<file path="config.mk">
export PLATFORM = sky130hd
export DESIGN_NAME = tetris_btn_cond
export DESIGN_NICKNAME = d
export VERILOG_FILES = /design/src/rtl/tetris_pkg.sv /design/src/rtl/tetris_btn_chan.sv /design/src/rtl/tetris_btn_cond.sv
export SDC_FILE = /design/constraint.sdc
export NUM_CORES = 1
export LEC_CHECK = 0
export ABC_CLOCK_PERIOD_IN_PS = 2300
export CAP_MARGIN = 0
export CORE_ASPECT_RATIO = 1.75
export CORE_MARGIN = 1.5
export CORE_UTILIZATION = 34
export CTS_CLUSTER_SIZE = 28
export DETAILED_ROUTE_END_ITERATION = 8
export HOLD_SLACK_MARGIN = 0.02
export SLEW_MARGIN = 20
export SYNTH_ARGS = -nofsm -noshare
export SYNTH_HDL_FRONTEND = slang
export SYNTH_SLANG_ARGS = --single-unit
</file>
<file path="constraint.sdc">
create_clock -name clk -period 2.3 [get_ports clk]
set_clock_uncertainty 0.15 [all_clocks]
set_input_delay 0.345 -clock clk [delete_from_list [all_inputs] [get_ports clk]]
set_output_delay 0.345 -clock clk [all_outputs]
set_load 0.1 [all_outputs]
</file>
<file path="src/rtl/tetris_pkg.sv">
// rtl/tetris_pkg.sv - shared constants and pulse-FSM state type for the button conditioner
package tetris_pkg;

    // Channel indices into the button vectors
    localparam int BTN_L = 0;
    localparam int BTN_R = 1;
    localparam int BTN_D = 2;
    localparam int BTN_S = 3;
    localparam int N_BTN = 4;

    // Default timing at 100 MHz: 10 ms debounce, 300 ms first repeat, 100 ms repeat period
    localparam int DEF_DEBOUNCE_CYC    = 1000000;
    localparam int DEF_REPEAT_DLY_CYC  = 30000000;
    localparam int DEF_REPEAT_RATE_CYC = 10000000;

    // Drop (S) never auto-repeats by default
    localparam logic [N_BTN-1:0] DEF_REPEAT_MASK = 4'b0111;

    typedef enum logic [1:0] {
        IDLE,
        DELAY,
        REPEAT
    } btn_state_t;

endpackage

</file>
<file path="src/rtl/tetris_btn_chan.sv">
// rtl/tetris_btn_chan.sv - one button channel: sync, debounce, press/auto-repeat pulse (TETRIS_BTN_REPEAT_EN)
module tetris_btn_chan
    import tetris_pkg::*;
#(
    parameter int DEBOUNCE_CYC    = DEF_DEBOUNCE_CYC
`ifdef TETRIS_BTN_REPEAT_EN
    ,
    parameter bit REPEAT_EN       = 1'b1,
    parameter int REPEAT_DLY_CYC  = DEF_REPEAT_DLY_CYC,
    parameter int REPEAT_RATE_CYC = DEF_REPEAT_RATE_CYC
`endif
) (
    input  logic clk,
    input  logic rst_n,
    input  logic btn_raw,
    output logic btn_level,
    output logic btn_pulse
);

    localparam int DB_W = $clog2(DEBOUNCE_CYC);

    logic            sync1;
    logic            sync2;
    logic            level_int;  // accepted level; btn_level follows it one cycle later
    logic [DB_W-1:0] db_cnt;

    // Two-flop synchroniser for the asynchronous pushbutton
    always_ff @(posedge clk or negedge rst_n) begin
        if (!rst_n) begin
            sync1 <= 1'b0;
            sync2 <= 1'b0;
        end else begin
            sync1 <= btn_raw;
            sync2 <= sync1;
        end
    end

    // Debounce: accept a new level only after it has been stable for DEBOUNCE_CYC cycles
    always_ff @(posedge clk or negedge rst_n) begin
        if (!rst_n) begin
            db_cnt    <= '0;
            level_int <= 1'b0;
        end else if (sync2 == level_int) begin
            db_cnt <= '0;
        end else if (db_cnt == DB_W'(DEBOUNCE_CYC - 1)) begin
            level_int <= sync2;
            db_cnt    <= '0;
        end else begin
            db_cnt <= db_cnt + 1'b1;
        end
    end

    // Registered level output; level_int & ~btn_level marks the first cycle of a press
    always_ff @(posedge clk or negedge rst_n) begin
        if (!rst_n) begin
            btn_level <= 1'b0;
        end else begin
            btn_level <= level_int;
        end
    end

`ifdef TETRIS_BTN_REPEAT_EN
    localparam int RP_MAX = (REPEAT_DLY_CYC > REPEAT_RATE_CYC) ? REPEAT_DLY_CYC : REPEAT_RATE_CYC;
    localparam int RP_W   = $clog2(RP_MAX);

    btn_state_t      state;
    logic [RP_W-1:0] rp_cnt;

    // Pulse FSM: press pulse, then delayed repeats while held; a release cancels any pending pulse
    always_ff @(posedge clk or negedge rst_n) begin
        if (!rst_n) begin
            state     <= IDLE;
            rp_cnt    <= '0;
            btn_pulse <= 1'b0;
        end else begin
            btn_pulse <= 1'b0;
            case (state)
                IDLE: begin
                    rp_cnt <= '0;
                    if (level_int && !btn_level) begin
                        btn_pulse <= 1'b1;
                        if (REPEAT_EN) begin
                            state <= DELAY;
                        end
                    end
                end
                DELAY: begin
                    if (!level_int) begin
                        state  <= IDLE;
                        rp_cnt <= '0;
                    end else if (rp_cnt == RP_W'(REPEAT_DLY_CYC - 1)) begin
                        btn_pulse <= 1'b1;
                        state     <= REPEAT;
                        rp_cnt    <= '0;
                    end else begin
                        rp_cnt <= rp_cnt + 1'b1;
                    end
                end
                REPEAT: begin
                    if (!level_int) begin
                        state  <= IDLE;
                        rp_cnt <= '0;
                    end else if (rp_cnt == RP_W'(REPEAT_RATE_CYC - 1)) begin
                        btn_pulse <= 1'b1;
                        rp_cnt    <= '0;
                    end else begin
                        rp_cnt <= rp_cnt + 1'b1;
                    end
                end
                default: begin
                    state  <= IDLE;
                    rp_cnt <= '0;
                end
            endcase
        end
    end
`else
    // Single strobe on each debounced press
    always_ff @(posedge clk or negedge rst_n) begin
        if (!rst_n) begin
            btn_pulse <= 1'b0;
        end else begin
            btn_pulse <= level_int & ~btn_level;
        end
    end
`endif

endmodule

</file>
<file path="src/rtl/tetris_btn_cond.sv">
// rtl/tetris_btn_cond.sv - four-channel button conditioner feeding tetris_main (TETRIS_BTN_REPEAT_EN)
module tetris_btn_cond #(
    parameter int                N_BTN           = tetris_pkg::N_BTN,
    parameter int                DEBOUNCE_CYC    = tetris_pkg::DEF_DEBOUNCE_CYC,
    parameter int                REPEAT_DLY_CYC  = tetris_pkg::DEF_REPEAT_DLY_CYC,
    parameter int                REPEAT_RATE_CYC = tetris_pkg::DEF_REPEAT_RATE_CYC,
    parameter logic [N_BTN-1:0]  REPEAT_MASK     = tetris_pkg::DEF_REPEAT_MASK
) (
    input  logic             clk,
    input  logic             rst_n,
    input  logic [N_BTN-1:0] btn_raw,
    output logic [N_BTN-1:0] btn_level,
    output logic [N_BTN-1:0] btn_pulse
);

    // Independent channels, no cross-channel priority
    for (genvar i = 0; i < N_BTN; i++) begin : g_chan
        tetris_btn_chan #(
            .DEBOUNCE_CYC    (DEBOUNCE_CYC)
`ifdef TETRIS_BTN_REPEAT_EN
            ,
            .REPEAT_EN       (REPEAT_MASK[i]),
            .REPEAT_DLY_CYC  (REPEAT_DLY_CYC),
            .REPEAT_RATE_CYC (REPEAT_RATE_CYC)
`endif
        ) u_chan (
            .clk       (clk),
            .rst_n     (rst_n),
            .btn_raw   (btn_raw[i]),
            .btn_level (btn_level[i]),
            .btn_pulse (btn_pulse[i])
        );
    end

endmodule
</file>
# Word-level counts from Yosys, hierarchy flattened
# Cells that the tools add are included.
totals:
  output_inout_bits: 8
  register_bits: 100
  word_cells: 60
op_classes:
  n_reduce_logical: 4
  eq_ne: 8
  bitwise_logic: 12
  n_addsub: 4
  mux: 8
ops:
  columns: ["op", "n"]
  rows:
  - ["$mux W20", 8]
  - ["$add A20 B1 Y20 const B", 4]
  - ["$eq A20 B20 Y1 const B", 4]
  - ["$not A1 Y1", 8]
  - ["$reduce_and A2 Y1", 4]
  - ["$and A1 B1 Y1", 4]
  - ["$eq A1 B1 Y1", 4]

# Depth between registers and ports, before layout
depth:
  depth_word: 3
  mapped_depth: 6
  depth_no_buf: 5

# Modules after synthesis
# Synthesis repeated with hierarchy kept, for this count alone.
unflattened:
  cells_unflattened: 444
  hier_area_um2: 4684.5
modules_own_cells:
  columns: ["mod", "area_each_um2", "n_inst", "cells_per_inst", "seq_area_each_um2"]
  rows:
  - ["tetris_btn_chan", 1171.1, 4, 111, 625.6]

# Worst setup path after synthesis
# Ideal clock, no wire load.
synth_timing:
  kind: "register to register"
  start: "register g_chan[2].u_chan.db_cnt[0]"
  end: "register g_chan[2].u_chan.db_cnt[18]"
  setup_slack_ns: 0.169
  arrival_ns: 1.908
  required_ns: 2.077
  setup_ns: 0.073
  path_buffers: 1
  period_less_slack_ns: 2.131
  stages_incl_launch_ff: 7
  path_cell_list: "dfrtp_1 -> ha_1 -> nand2_1 -> or4_1 -> buf_2 -> or4_4 -> a21oi_2"
synth_via:
  elab_chain_cells: 3
  word_cells_on_any_way: 4
synth_rtl:
  columns: ["element", "line_no", "rtl"]
  rows:
  - ["start, declared", "tetris_btn_chan.sv:25", "logic [DB_W-1:0] db_cnt;"]
  - ["start signal, assigned", "tetris_btn_chan.sv:49", "db_cnt <= db_cnt + 1'b1;"]
  - ["$add A20 B1 Y20 / $eq A20 B20 Y1 (equally long branches)", "tetris_btn_chan.sv:49, tetris_btn_chan.sv:45", null]
  - ["$mux W20 *", "tetris_btn_chan.sv:45", "end else if (db_cnt == DB_W'(DEBOUNCE_CYC - 1)) begin"]
  - ["$mux W20 *", "tetris_btn_chan.sv:43", "end else if (sync2 == level_int) begin"]
# Mark *: on every way between the ends. The rest lies on a longest branch, timed or not.
# A chain may end at the register's enable or synchronous reset.

# Worst setup path in the final report
layout_timing:
  start: "register g_chan[0].u_chan.db_cnt[0]"
  end: "register g_chan[0].u_chan.db_cnt[18]"
layout_via:
  elab_chain_cells: 3
  word_cells_on_any_way: 4
layout_rtl:
  columns: ["element", "line_no"]
  rows:
  - ["start, declared", "tetris_btn_chan.sv:25"]
  - ["start signal, assigned", "tetris_btn_chan.sv:49"]
  - ["$add A20 B1 Y20 / $eq A20 B20 Y1 (equally long branches)", "tetris_btn_chan.sv:49, tetris_btn_chan.sv:45"]
  - ["$mux W20 *", "tetris_btn_chan.sv:45"]
  - ["$mux W20 *", "tetris_btn_chan.sv:43"]
# Marks and branches as above.

==> flow_metrics.py <==
metrics = {
    "synth": {
        "syn_area_sq_mm": 0.00470,
        "yosysWarnings": 0,
        "synth_edf_count": 0,
        "synth_seq_cells": 100,
        "synth_xor_area_share_pct": 9.33,
        "synth.area.mux_share_pct": 1.39,
        "syn_area_per_cell_sq_um": 10.1,
        "yosys.area_share.simple_pct": 24.9,
        "synth_compound_area_share_pct": 6.50,
        "ys_types": 38,
        "synth_fa_ha_area_share_pct": 1.07,
        "async_reset_ff_share_pct": 100,
        "ys.flop_type": "dfrtp_1",
        "ys_seq_area_share_pct": 53.3,
        "syn_nets": 475,
        "syn_inst": 465,
        "synth_top_family_by_area": "simple AND/OR/NAND/NOR gates",
    },
    "global_routing": {
        "grt_pass1_vias": 3408,
        "met2_usage_pct": 23.9,
        "use_met1_pct": 14.3,
        "globalRouteMet3Util_pct": 1.91,
        "grt_start_max_net_pins": 101,
        "grt_usage_pct": 12.9,
        "antenna_found_initial": 0,
        "grt_pass1_wl_mm": 15.2,
        "grt.busiest_layer": "met2",
        "overflow": 0,
    },
    "worst_hold_path": {
        "hold_path.class": "reg2reg",
    },
    "floorplan": {
        "core_area_sq_mm": 0.0135,
        "die_h_microns": 158,
        "start_util_pct": 34.9,
        "die_x_microns": 91.8,
        "dieArea_sq_mm": 0.0146,
        "rows": 56,
        "pin_count": 14,
    },
    "route": {
        "drtIter0Drc": 185,
        "wl_per_cell_microns": 13.1,
        "vias_per_cell": 5.12,
        "drt-pass1-iter-count": 4,
        "drc_errors": 0,
        "ant_nets": 0,
        "wl_mm": 8.62,
        "vias": 3380,
    },
    "worst_setup_path": {
        "cp_max_fo": 8,
        "crit_type": "reg2reg",
        "cp.required_ns": 2.41,
        "start_kind": "flip-flop",
        "arrival_ns": 2.31,
        "end_kind": "flip-flop",
    },
    "final_layout": {
        "multi_input_area_sq_mm": 0.00204,
        "area_growth_pct": 12.7,
        "layout.area.seq_sq_mm": 0.00250,
        "layout-drive-gt1-share_pct": 10.7,
        "n_antenna_cell": 0,
        "fill_cells": 1324,
        "final_nets": 491,
        "final_core_util_pct": 39.3,
    },
    "timing": {
        "maxSlewHeadroom_pct": 60.0,
        "hold_violations": 0,
        "worst_slew_pin_slew_ns": 0.594,
        "min_period_ns": 2.20,
        "fin_ws_ns": 0.101,
        "whs_ns": 0.196,
        "fmax_mhz": 455,
        "setup_viol": 0,
        "period_share_pct": 95.6,
        "slew_viol_final": 0,
    },
    "clock_tree": {
        "cts_setup_buffers": 0,
        "cts_tree": "built",
        "clkLatencyLatePin_ns": 0.34,
        "clk_pin_slew_worst_paths_ns": 0.07,
        "clockRootBuffer": "clkbuf_16",
        "cts_sinks": 100,
        "clock_path_buffers": 2,
        "cts_buffers": 9,
        "h-tree-depth": 3,
    },
    "pwr": {
        "power_density_mw_per_mm2": 629,
        "peakVddDrop_v": 0.000330,
        "leakagePower_uw": 0.00214,
        "total_power_uw": 3330,
    },
    "placed_design": {
        "hpwl_mm": 5.93,
        "portBuffers": 13,
        "gp_congestion": 0.804,
        "pre_cts_ws_ns": 0.0434,
    },
    "status": {
        "status": "complete, no violations",
    },
    "run": {
        "drv_cap": 0,
    },
}
==> report_power, final <==
part	total [uW]	internal [uW]	switching, uW
Sequential	1810	1780	23.5
Clock	1410	739	670
Combinational	114	39.2	75.0
Total	3330	2560	769
==> cells by family after synthesis <==
logic type	count (synthesis)
muxes	6
buffers and inverters	33
and+or+nand+nor	218
DFF	100
adders and majority gates	4
AOI/OAI and AO/OA	54
xor gates and xnor gates	50
==> sequential cells by signal, indices dropped and copies added (netlist names) <==
register and cells:
g_chan.u_chan.sync2 4, g_chan.u_chan.level_int 4, g_chan.u_chan.db_cnt 80, g_chan.u_chan.btn_level 4, g_chan.u_chan.btn_pulse 4, g_chan.u_chan.sync1 4
==> timing repair <==
item                                    4_1_cts  5_1_grt
endpoints found under the setup margin        0        5
endpoints found under the hold margin       100        0
hold buffers                                  1        0
resized for setup                             0        2
==> cell usage in the layout, fill, tap and decap left out, drive strengths merged, types with 18 or more instances in the layout <==
master	instances
dfrtp	100
nor2	58
nand3	37
xnor2	27
a21oi	25
nand2	24
xor2	23
o21ai	21
or3	19
buf	18
==> worst max-delay path: stages, from the launching register on <==
cell     delay, ns
dfrtp_1       0.39
ha_1          0.22
nand2_1       0.11
or4_4         0.60
or4_1         0.50
a21oi_1       0.17
==> cell type report <==
| class | instances | share of cell area (%) |
|---|---|---|
| Sequential cell | 100 | 47.3 |
| Clock inverter | 7 | 0.993 |
| Inverter | 15 | 1.06 |
| Clock buffer | 9 | 4.26 |
| Tap cell | 174 | 4.11 |
| Multi-Input combinational cell | 332 | 38.6 |
| Timing Repair Buffer | 23 | 3.74 |
==> layer usage <==
layer | part of all wire, % | up-vias
met2 | 55 | 29
li1 | - | 1662
met5 | 0 | -
met1 | 42 | 1677
met3 | 1.5 | 12
met4 | 1.7 | 0
==> Yosys cell counts (all sizes together) (6+ instances only) <==
cell type,number,area [sq um]
xnor2,27,236
nand2,24,90.1
or4,13,105
nor3,10,50.1
clkbuf,6,22.5
nand4,13,87.6
or3,19,123
nand3,37,195
nor4,13,81.3
o31ai,8,60.1
xor2,23,201
nor2,58,218
o21ai,21,116
inv,15,56.3
dfrtp,100,2500
and3,10,63.8
a21oi,25,129
buf,12,86.3
==> stage by stage <==
step                area (sq um)  setup TNS, ns  instances
floorplan                   4700              0        465
global placement            5000              0        643
detailed placement          5000              0        643
CTS                         5290              0        660
global route                5290       -0.00109        660
finish                      5290              0        660
==> final timing paths <==
kind                       slack (ns)                               endpoint  cells past startpoint                                 start
max                              0.10  g_chan[0].u_chan.db_cnt[18]$_DFF_PN0_                      5  g_chan[0].u_chan.db_cnt[0]$_DFF_PN0_
min                              0.20       g_chan[0].u_chan.sync2$_DFF_PN0_                      0      g_chan[0].u_chan.sync1$_DFF_PN0_
max reg2reg                      0.10  g_chan[0].u_chan.db_cnt[18]$_DFF_PN0_                      5  g_chan[0].u_chan.db_cnt[0]$_DFF_PN0_
min reg2reg                      0.20       g_chan[0].u_chan.sync2$_DFF_PN0_                      0      g_chan[0].u_chan.sync1$_DFF_PN0_
max in group asynchronous        1.13       g_chan[0].u_chan.sync1$_DFF_PN0_                      3                                 rst_n
min in group asynchronous        0.43  g_chan[1].u_chan.db_cnt[15]$_DFF_PN0_                      3                                 rst_n
Power figures use the tool's default switching activity.
